--- src/rtl/pipe_stage_reg.sv ---
// pipe_stage_reg: parametrised inter-stage pipeline register for the MIPS core.
// Carries PC, instruction, payload, valid, delay-slot flag and exception code
// from one stage to the next, with stall (hold) and flush (bubble) control.
// Saturating counters record stalled cycles and bubbles loaded.
//
// Ports:
//   clk, reset            clock; synchronous active-high reset
//   stall, flush          hold contents / load a bubble (flush wins)
//   keep_pc               bubble keeps in_pc/in_bd instead of RESET_PC/0
//   cnt_clr               synchronous clear of both counters
//   in_*                  upstream slot (valid, pc, instr, data, bd, exc)
//   out_*                 registered slot
//   stall_cnt, bubble_cnt saturating performance counters
module pipe_stage_reg #(
  parameter int unsigned DATA_W    = 64,
  parameter logic [31:0] RESET_PC  = 32'h0000_3000,
  parameter logic [31:0] NOP_INSTR = 32'h0000_0000,
  parameter int unsigned CNT_W     = 16
) (
  input  logic              clk,
  input  logic              reset,
  input  logic              stall,
  input  logic              flush,
  input  logic              keep_pc,
  input  logic              cnt_clr,
  input  logic              in_valid,
  input  logic [31:0]       in_pc,
  input  logic [31:0]       in_instr,
  input  logic [DATA_W-1:0] in_data,
  input  logic              in_bd,
  input  logic [4:0]        in_exc,
  output logic              out_valid,
  output logic [31:0]       out_pc,
  output logic [31:0]       out_instr,
  output logic [DATA_W-1:0] out_data,
  output logic              out_bd,
  output logic [4:0]        out_exc,
  output logic [CNT_W-1:0]  stall_cnt,
  output logic [CNT_W-1:0]  bubble_cnt
);

  localparam logic [CNT_W-1:0] CntMax = {CNT_W{1'b1}};

  logic              r_valid;
  logic [31:0]       r_pc;
  logic [31:0]       r_instr;
  logic [DATA_W-1:0] r_data;
  logic              r_bd;
  logic [4:0]        r_exc;
  logic [CNT_W-1:0]  r_stall_cnt;
  logic [CNT_W-1:0]  r_bubble_cnt;

  logic w_load;
  logic w_stall_inc;
  logic w_bubble_inc;

  assign w_load       = !flush && !stall;
  assign w_stall_inc  = stall && !flush;
  // An invalid upstream slot loaded as-is is itself a bubble.
  assign w_bubble_inc = flush || (w_load && !in_valid);

  always_ff @(posedge clk) begin
    if (reset) begin
      r_valid      <= 1'b0;
      r_pc         <= RESET_PC;
      r_instr      <= NOP_INSTR;
      r_data       <= '0;
      r_bd         <= 1'b0;
      r_exc        <= 5'd0;
      r_stall_cnt  <= '0;
      r_bubble_cnt <= '0;
    end else begin
      if (flush) begin
        r_valid <= 1'b0;
        r_instr <= NOP_INSTR;
        r_data  <= '0;
        r_exc   <= 5'd0;
        // Keeping the PC lets the exception logic form EPC from the bubble.
        r_pc    <= keep_pc ? in_pc : RESET_PC;
        r_bd    <= keep_pc ? in_bd : 1'b0;
      end else if (w_load) begin
        r_valid <= in_valid;
        r_pc    <= in_pc;
        r_bd    <= in_bd;
        r_instr <= in_valid ? in_instr : NOP_INSTR;
        r_data  <= in_valid ? in_data : '0;
        r_exc   <= in_valid ? in_exc : 5'd0;
      end

      if (cnt_clr) begin
        r_stall_cnt  <= '0;
        r_bubble_cnt <= '0;
      end else begin
        if (w_stall_inc && r_stall_cnt != CntMax) begin
          r_stall_cnt <= r_stall_cnt + 1'b1;
        end
        if (w_bubble_inc && r_bubble_cnt != CntMax) begin
          r_bubble_cnt <= r_bubble_cnt + 1'b1;
        end
      end
    end
  end

  assign out_valid  = r_valid;
  assign out_pc     = r_pc;
  assign out_instr  = r_instr;
  assign out_data   = r_data;
  assign out_bd     = r_bd;
  assign out_exc    = r_exc;
  assign stall_cnt  = r_stall_cnt;
  assign bubble_cnt = r_bubble_cnt;

endmodule

--- config.mk ---
export PLATFORM = sky130hd
export DESIGN_NAME = pipe_stage_reg
export DESIGN_NICKNAME = d
export VERILOG_FILES = /design/src/rtl/pipe_stage_reg.sv
export SDC_FILE = /design/constraint.sdc
export NUM_CORES = 1
export LEC_CHECK = 0
export BUFFER_PORTS_ARGS = -buffer_cell sky130_fd_sc_hd__buf_2
export CAP_MARGIN = 20
export CORE_AREA = 2 2 120 122
export DETAILED_ROUTE_END_ITERATION = 12
export DIE_AREA = 0 0 122 124
export PLACE_DENSITY = 0.84
export SYNTH_ARGS = -nofsm -noshare
export SYNTH_HDL_FRONTEND = slang
export SYNTH_SLANG_ARGS = --single-unit
export TNS_END_PERCENT = 50
--- constraint.sdc ---
create_clock -name clk -period 5.5 [get_ports clk]
set_clock_uncertainty 0.1 [all_clocks]
set_input_delay 0.55 -clock clk [delete_from_list [all_inputs] [get_ports clk]]
set_output_delay 0.55 -clock clk [all_outputs]
set_load 0.02 [all_outputs]
# Word-level counts from Yosys, hierarchy flattened

Index checks and enable logic that the tools add are counted.
W data, S select, Z words.

Register bits: 167
Input bits: 141
Output and inout port bits: 167

Add/subtract/negate cells: 2
Equal/unequal tests: 2
Mux-type cells: 9
Reductions and logical operators: 12

Operators by type and width:

| operator                | number |
|---|---|
| $mux W32                | 4 |
| $mux W64                | 1 |
| $add A16 B1 Y16 const B | 2 |
| $ne A16 B16 Y1 const B  | 2 |
| $logic_and A1 B1 Y1     | 5 |
| $mux W5                 | 1 |
| $reduce_or A2 Y1        | 2 |
| $logic_not A1 Y1        | 3 |
| $mux W1                 | 3 |
| $reduce_bool A2 Y1      | 1 |
| $logic_or A1 B1 Y1      | 1 |

# Logic depth before layout (Yosys ltp)

Gate-level depths: netlist of the first run.

Word-level depth: 5
Depth in mapped cells: 6
Gate-level depth less buffers: 5

# Worst setup path after synthesis of the first run

OpenSTA, ideal clock, no wires.

Path type: register to register
Start point: reg r_stall_cnt[0] (netlist: stall_cnt[0])
End point: reg r_stall_cnt[13] (netlist: stall_cnt[13])
Arrival time: 1.798 ns
Required time: 5.268 ns
Setup slack: 3.470 ns
Cell stages (with the launch flop): 7
Buffers on the path: 1
Period minus slack after synthesis: 2.030 ns
Cells stage by stage: dfxtp_1 ha_1 nand3_1 o41ai_2 buf_2 or3_1 a21oi_1

Longest elaborated chain between the ends: 2
Elaborated cells between the ends (all ways): 3
Those cells by class: 1 x add/sub; 1 x eq/ne; 1 x reduce/logical

Ends and longest elaborated chain:

| item                                                    | RTL line | text |
|---|---|---|
| start, declared                                         | 50       | `logic [CNT_W-1:0] r_stall_cnt;` |
| start signal, assigned                                  | 95       | `r_stall_cnt <= r_stall_cnt + 1'b1;` |
| branches (longest 2 deep; another with $add A16 B1 Y16) | -        |  |

Several ways; the timed one is not identified.
A chain may end at the register's enable or synchronous reset.

# Worst setup path after layout of the first run

Start point: in in_valid
End point: reg r_bubble_cnt[11] (netlist: bubble_cnt[11])

Longest elaborated chain between the ends: 4

Ends and longest elaborated chain:

| item                 | RTL line | text |
|---|---|---|
| start, declared      | 26       | `input logic in_valid,` |
| $logic_not A1 Y1     | 60       | `assign w_bubble_inc = flush \|\| (w_load && !in_valid);` |
| $logic_and A1 B1 Y1  | 60       |  |
| $logic_or A1 B1 Y1   | 60       |  |
| $logic_and A1 B1 Y1  | 97       | `if (w_bubble_inc && r_bubble_cnt != CntMax) begin` |
| end signal, assigned | 98       | `r_bubble_cnt <= r_bubble_cnt + 1'b1;` |
| end, declared        | 51       | `logic [CNT_W-1:0] r_bubble_cnt;` |

Every way passes these cells.

==> metrics.csv, run 1 <==
metric;value;unit
Layout fillers;1147;
status;finished, final reports clean;
reg-to-reg startpoint;stall_cnt[0];
Routed Antenna Nets;0;
mux cell area share after synthesis;0.004754;
Max Slew Vio Count;0;
Syn. warnings;0;
Area Growth Syn to Fin;35.78;%
post-synthesis compound-gate area fraction;0.1826;
CP arrival;2610;ps
RSZ-0062 raised after global routing;no;
worst rel slew slack;0.2897;
H-Tree Depth;4;
initial antenna violation count;0;
Via density;5.465;
Peak VDD IR;0.0002408;V
crit-path max FO;104;
Sinks on Clock Net;167;
drc violations;0;
actual transition at the worst max-transition pin;1065;ps
mean area per synthesized cell;8.489;um^2
Synth top area share;0.5293;
Mapped Nets;887;
Tot GR Track Use;0.2351;
area share of fa/ha/maj cells after synthesis;0.003962;
Placement Setup Slack;2823;ps
CP startpoint;in_valid;
Inserted Clock Buffers;17;
final hold vios;0;
worst hold slack;245.1;ps
first-pass GRT wire length;28570;um
Hold Startpoint;in_pc[12];
LEAKAGE;3.722;nW
Mapped Cells;744;
final instance area;8576;um^2
area post-placement;7901;um^2
Critical Path End Type;flop;
Nets;1162;
Yosys reg bits;167;
post-layout minimum cycle time;2369;ps
num rows;43;
number of global-route vias before repair;5912;
period utilisation layout;0.4307;
CTS Buffer Depth;2;
GP Congestion;0.8554;
PwrDens;319.1;nW/um^2
Die Wd;122;um
CTS tree;done;
gr ovfl total;0;
Initial DRC Count;449;
Die Y;124;um
DRT Wirelength;18850;um
I/O pin total;308;
Diodes inserted;0;
total die area;15130;um^2
CTS clk-pin slew, worst paths;60;ps
Synth cell types;41;
largest net degree at the start of global routing;105;
Synth area leader;dfxtp_1;
total iterations of the first detailed-routing run;6;
core area;13720;um^2
worst hold-check path type;in2reg;
Max Freq;422.1;MHz
top cells by area, synth;dfxtp_1 (53%), a21oi_1 (10%), nand3_1 (9.0%);
post-cts resize count;0;
# setup viols final;0;
vias;6624;
post-synthesis simple-gate area fraction;0.2411;
main combinational cell family by area after synthesis;simple AND/OR/NAND/NOR gates;
postcts setup bufs;0;
Setup CP Type;in2reg;
Crit path required time;5740;ps
worst skew pair latency;410;ps
final worst slack;3131;ps
fraction of layout cells with a size suffix above 1;0.3450;
sequential-to-total area share from yosys stat;0.5293;
Setup TNS Final;0;ps
Setup crit start kind;primary input;
hpwl dp;12640;um
Hold-fix buffers, CTS;0;
max_cap viols;0;
initial core utilization;0.4604;
Mapped Area;6316;um^2
clk root buf;clkbuf_16;
Power Total;2.736;mW
Post-Synth XOR/XNOR Area;0.001387;
IO Port Bufs;307;
drt wl/cell;15.55;um
## cell usage in the layout (no fill, tap or decap), drive strengths merged, types with 8 or more instances in the layout
cell    instances
or4            14
clkbuf         23
nor2           13
dfxtp         167
o21ai           8
or3            10
a22o           26
o31ai          12
nand2         135
buf           312
nand3         114
a21oi         130
nand4           8
## synthesized netlist by cell type
master,instances
a21bo_2,1
a21o_1,1
a21oi_1,130
a22o_1,26
a31oi_1,2
a41o_1,2
and3_1,3
and4_1,2
buf_1,3
buf_2,3
clkbuf_1,52
dfxtp_1,167
ha_1,2
inv_1,3
mux2i_1,3
nand2_1,135
nand2b_1,2
nand3_1,114
nand3b_1,1
nand4_1,7
nand4_4,1
nand4b_1,1
nor2_1,13
nor2b_1,1
nor3_1,4
nor4_1,3
nor4_2,1
o211a_1,1
o21ai_0,8
o21bai_1,2
o311a_1,1
o311ai_0,2
o31ai_1,12
o41ai_1,3
o41ai_2,1
or2_1,2
or2_2,4
or3_1,10
or4_1,13
or4_4,1
xor2_1,1
## cell type report
type	count	area (um^2)	area share
repair buffers	314	1612	0.1879
multi-input cells	516	2753	0.3210
clock buffers	21	460.4	0.05369
inverters	3	11.26	0.001313
flip-flops and latches	167	3343	0.3898
well taps	180	225.2	0.02626
clock inverters	11	171.4	0.01999
## sequential cells by signal, indices dropped and copies added (netlist names)
signal and flops:
bubble_cnt 16, out_bd 1, out_instr 32, out_exc 5, out_data 64, out_valid 1, out_pc 32, stall_cnt 16
## cells by family after synthesis
group / count (synthesis)
and+or+nand+nor: 318
AOI/OAI and AO/OA: 192
DFF: 167
buffers and inverters: 61
muxes: 3
adders and majority gates: 2
xor gates and xnor gates: 1
## path summary, 6_finish.rpt
kind,end,slack [ps],cells after the start
min reg2reg,out_data[56],350,2
max reg2reg,stall_cnt[15],3420,4
max,bubble_cnt[11],3130,5
min,out_pc[12],250,3
## worst max-delay path, cell delays in order
cell	delay [ps]
buf_4	360
o21bai_1	510
nand3_1	360
or4_1	560
a21oi_1	140
## through the flow
stage | cells | utilization
floorplan | 744 | -
global placement | 1177 | 0.5759
detailed placement | 1177 | 0.5759
CTS | 1209 | 0.6220
global route | 1212 | 0.6251
finish | 1212 | 0.6251
## per-layer routing
metal	vias to the layer above	global-route usage	routed length, um
met4	0	0.1092	604
li1	3206	-	-
met2	317	0.3841	9234
met1	3047	0.2935	7599
met5	-	0	0
met3	54	0.05769	1414
## power by group
group,internal [mW],switching [mW],leakage [nW],total (mW)
Sequential,1.23,0.0130,1.35,1.25
Clock,0.786,0.481,0.304,1.27
Combinational,0.0826,0.138,2.06,0.221
Power figures use the tool's default switching activity.
==> run 2, diff against run 1 <==
--- a/config.mk
+++ b/config.mk
@@ -5,12 +5,13 @@
 export SDC_FILE = /design/constraint.sdc
 export NUM_CORES = 1
 export LEC_CHECK = 0
+export ABC_AREA = 1
 export BUFFER_PORTS_ARGS = -buffer_cell sky130_fd_sc_hd__buf_2
 export CAP_MARGIN = 20
-export CORE_AREA = 2 2 120 122
+export CORE_MARGIN = 2
+export CORE_UTILIZATION = 46
 export DETAILED_ROUTE_END_ITERATION = 12
-export DIE_AREA = 0 0 122 124
-export PLACE_DENSITY = 0.84
+export PLACE_DENSITY = 0.83
 export SYNTH_ARGS = -nofsm -noshare
 export SYNTH_HDL_FRONTEND = slang
 export SYNTH_SLANG_ARGS = --single-unit
==> constraint.sdc (replaced) <==
create_clock -name clk -period 2.28 [get_ports clk]
set_clock_uncertainty 0.1 [all_clocks]
set_input_delay 0.228 -clock clk [delete_from_list [all_inputs] [get_ports clk]]
set_output_delay 0.228 -clock clk [all_outputs]
set_load 0.02 [all_outputs]
==> run 2 against run 1 <==
Total power rose by 140%. Combinational power rose to 3.4 times the previous value. Highest routed layer unchanged. Register-to-register slack got worse by 3000 ps. Synthesized cell count rose by 20%. Worst hold slack got worse by 210 ps. Largest cell class unchanged. Die area barely moved. Sequential power rose by 140%. First-iteration DRC count rose by 42%. Count of clock-buffer cells in the layout rose by 1. Cell count rose by 24%.
==> metrics.csv, run 2 <==
metric;value;unit
status;finished, final reports clean;
LEAKAGE;4.577;nW
Layout fillers;944;
first-pass GRT wire length;35510;um
R2R Setup Slk;410;ps
GP Congestion;0.8811;
max_cap viols;0;
Critical Path End Type;flop;
initial antenna violation count;0;
IO Port Bufs;307;
final hold vios;0;
Mapped Area;6520;um^2
largest net degree at the start of global routing;103;
Routed Antenna Nets;0;
Initial DRC Count;637;
Sinks on Clock Net;167;
crit-path max FO;13;
Peak VDD IR;0.0004417;V
Hold Startpoint;in_pc[7];
Hold-fix buffers, CTS;132;
post-cts resize count;0;
multi-input logic area;2823;um^2
capturing point of the worst reg2reg path;bubble_cnt[10];
Tot GR Track Use;0.2979;
total die area;15140;um^2
vias;7852;
Synth area leader;dfxtp_1;
Setup crit start kind;flop;
Yosys reg bits;167;
most common cell after layout, fill and taps aside;buf_2;
period utilisation layout;0.8220;
mean area per synthesized cell;7.277;um^2
PwrDens;651.8;nW/um^2
reg-to-reg startpoint;bubble_cnt[0];
count leader, synth;nand2_1;
actual transition at the worst max-transition pin;531.7;ps
post-layout minimum cycle time;1874;ps
Synth top area share;0.5128;
worst hold slack;33.51;ps
Syn. warnings;0;
Die Wd;123.1;um
Inserted Clock Buffers;17;
Mapped Nets;1039;
H-Tree Depth;4;
Die Y;123.1;um
Reg area;3343;um^2
worst hold-check path type;in2reg;
Mapped Cells;896;
CTS Buffer Depth;2;
Max Freq;533.6;MHz
CP startpoint;bubble_cnt[0];
RSZ-0062 raised after global routing;no;
initial core utilization;0.4697;
Via density;5.207;
core area;13880;um^2
postcts setup bufs;0;
most frequent cells in the layout;buf_2 (307), nand2_1 (302), dfxtp_1 (167);
CTS tree;done;
# setup viols final;0;
worst rel slew slack;0.6445;
fraction of layout cells with a size suffix above 1;0.2760;
Nets;1457;
top cells by area, synth;dfxtp_1 (51%), nand2_1 (17%), a21oi_1 (9.6%);
gr ovfl total;0;
hpwl dp;13020;um
Hold Path Sink;out_pc[7];
Synth cell types;26;
EDFF count, synth;0;
R2R depth;7;
clk root buf;clkbuf_16;
Area Growth Syn to Fin;54.69;%
hold depth;3;
most frequent cells after synthesis;nand2_1 (303), dfxtp_1 (167), a21oi_1 (125);
Setup CP Type;reg2reg;
Crit path required time;2530;ps
Largest register FFs;64;
Setup TNS Final;0;ps
worst skew pair latency;420;ps
DRT Wirelength;23840;um
I/O pin total;308;
drc violations;0;
number of global-route vias before repair;7411;
drt wl/cell;15.81;um
total iterations of the first detailed-routing run;6;
num rows;43;
CTS clk-pin slew, worst paths;60;ps
sequential-to-total area share from yosys stat;0.5128;
Synth async-reset ratio;0;
CP arrival;2130;ps
top_reg_cell synth;dfxtp_1;
Max Slew Vio Count;0;
run 2: changes by cell type after synthesis, moves of 24 or more:
cell	change
a22o_1	-26
buf_2	+24
clkbuf_1	-34
inv_1	+27
nand2_1	+168
nand3_1	-50
nor2_1	+78
run 2: worst max-delay path by stage:
stage / to / slack [ps] / depth (start not counted)
floorplan: bubble_cnt[13] / 620 / 7
global placement: bubble_cnt[11] / 490 / 6
detailed placement: bubble_cnt[10] / 410 / 7
CTS: bubble_cnt[2] / 400 / 6
global route: bubble_cnt[9] / 230 / 7
finish: bubble_cnt[10] / 410 / 7
run 2: worst max-delay path, stage by stage (launching register included):
cell     delay (ps)
dfxtp_1         380
ha_1            210
nand3_2         120
inv_1           130
nand4_1         450
nand3_1         250
nand2_1          70
nor2_1          100
run 2: kinds of logic (layout without fill, tap and decap cells):
kind of cell / count (synthesis) / in the layout / share of synthesized area
buffers and inverters: 85 / 515 / 0.05757
AOI/OAI and AO/OA: 156 / 156 / 0.1205
adders and majority gates: 2 / 2 / 0.003837
DFF: 167 / 167 / 0.5128
other: 0 / 2 / 0
and+or+nand+nor: 485 / 485 / 0.3040
xor gates and xnor gates: 1 / 1 / 0.001344
run 2: power by group:
part	internal [mW]	total [mW]	switching, mW
Clock	1.62	2.81	1.19
Sequential	2.98	3.02	0.0354
Combinational	0.350	0.743	0.394
Total	4.95	6.57	1.62
run 2: metrics by stage:
| stage | worst slack (ps) | cells | power (mW) | utilization | instance area, um^2 |
|---|---|---|---|---|---|
| after floorplan | 622.4 | 896 | 3.363 | - | 6520 |
| after global placement | 493.7 | 1342 | 3.601 | 0.5884 | 8168 |
| after detailed placement | 413.0 | 1342 | 3.606 | 0.5884 | 8168 |
| after CTS | 404.2 | 1505 | 6.540 | 0.7252 | 10070 |
| after global routing | 234.2 | 1506 | 6.790 | 0.7262 | 10080 |
| final | 405.8 | 1508 | 6.574 | 0.7266 | 10090 |
run 2: area by class of cell:
| type | count | area share |
|---|---|---|
| well taps | 180 | 0.02233 |
| clock buffers | 22 | 0.04801 |
| multi-input cells | 644 | 0.2799 |
| inverters | 34 | 0.01265 |
| repair buffers | 450 | 0.2960 |
| clock inverters | 9 | 0.009180 |
| flip-flops and latches | 167 | 0.3315 |
| diodes | 2 | 0.0004962 |
run 2: per-layer routing:
metal	wire length [um]	vias up	global-route usage	share of wire
li1	-	3730	-	-
met1	8855	3574	0.3189	0.37
met2	11840	436	0.5200	0.50
met3	1865	112	0.08810	0.078
met4	1272	0	0.1733	0.053
met5	0	-	0	0
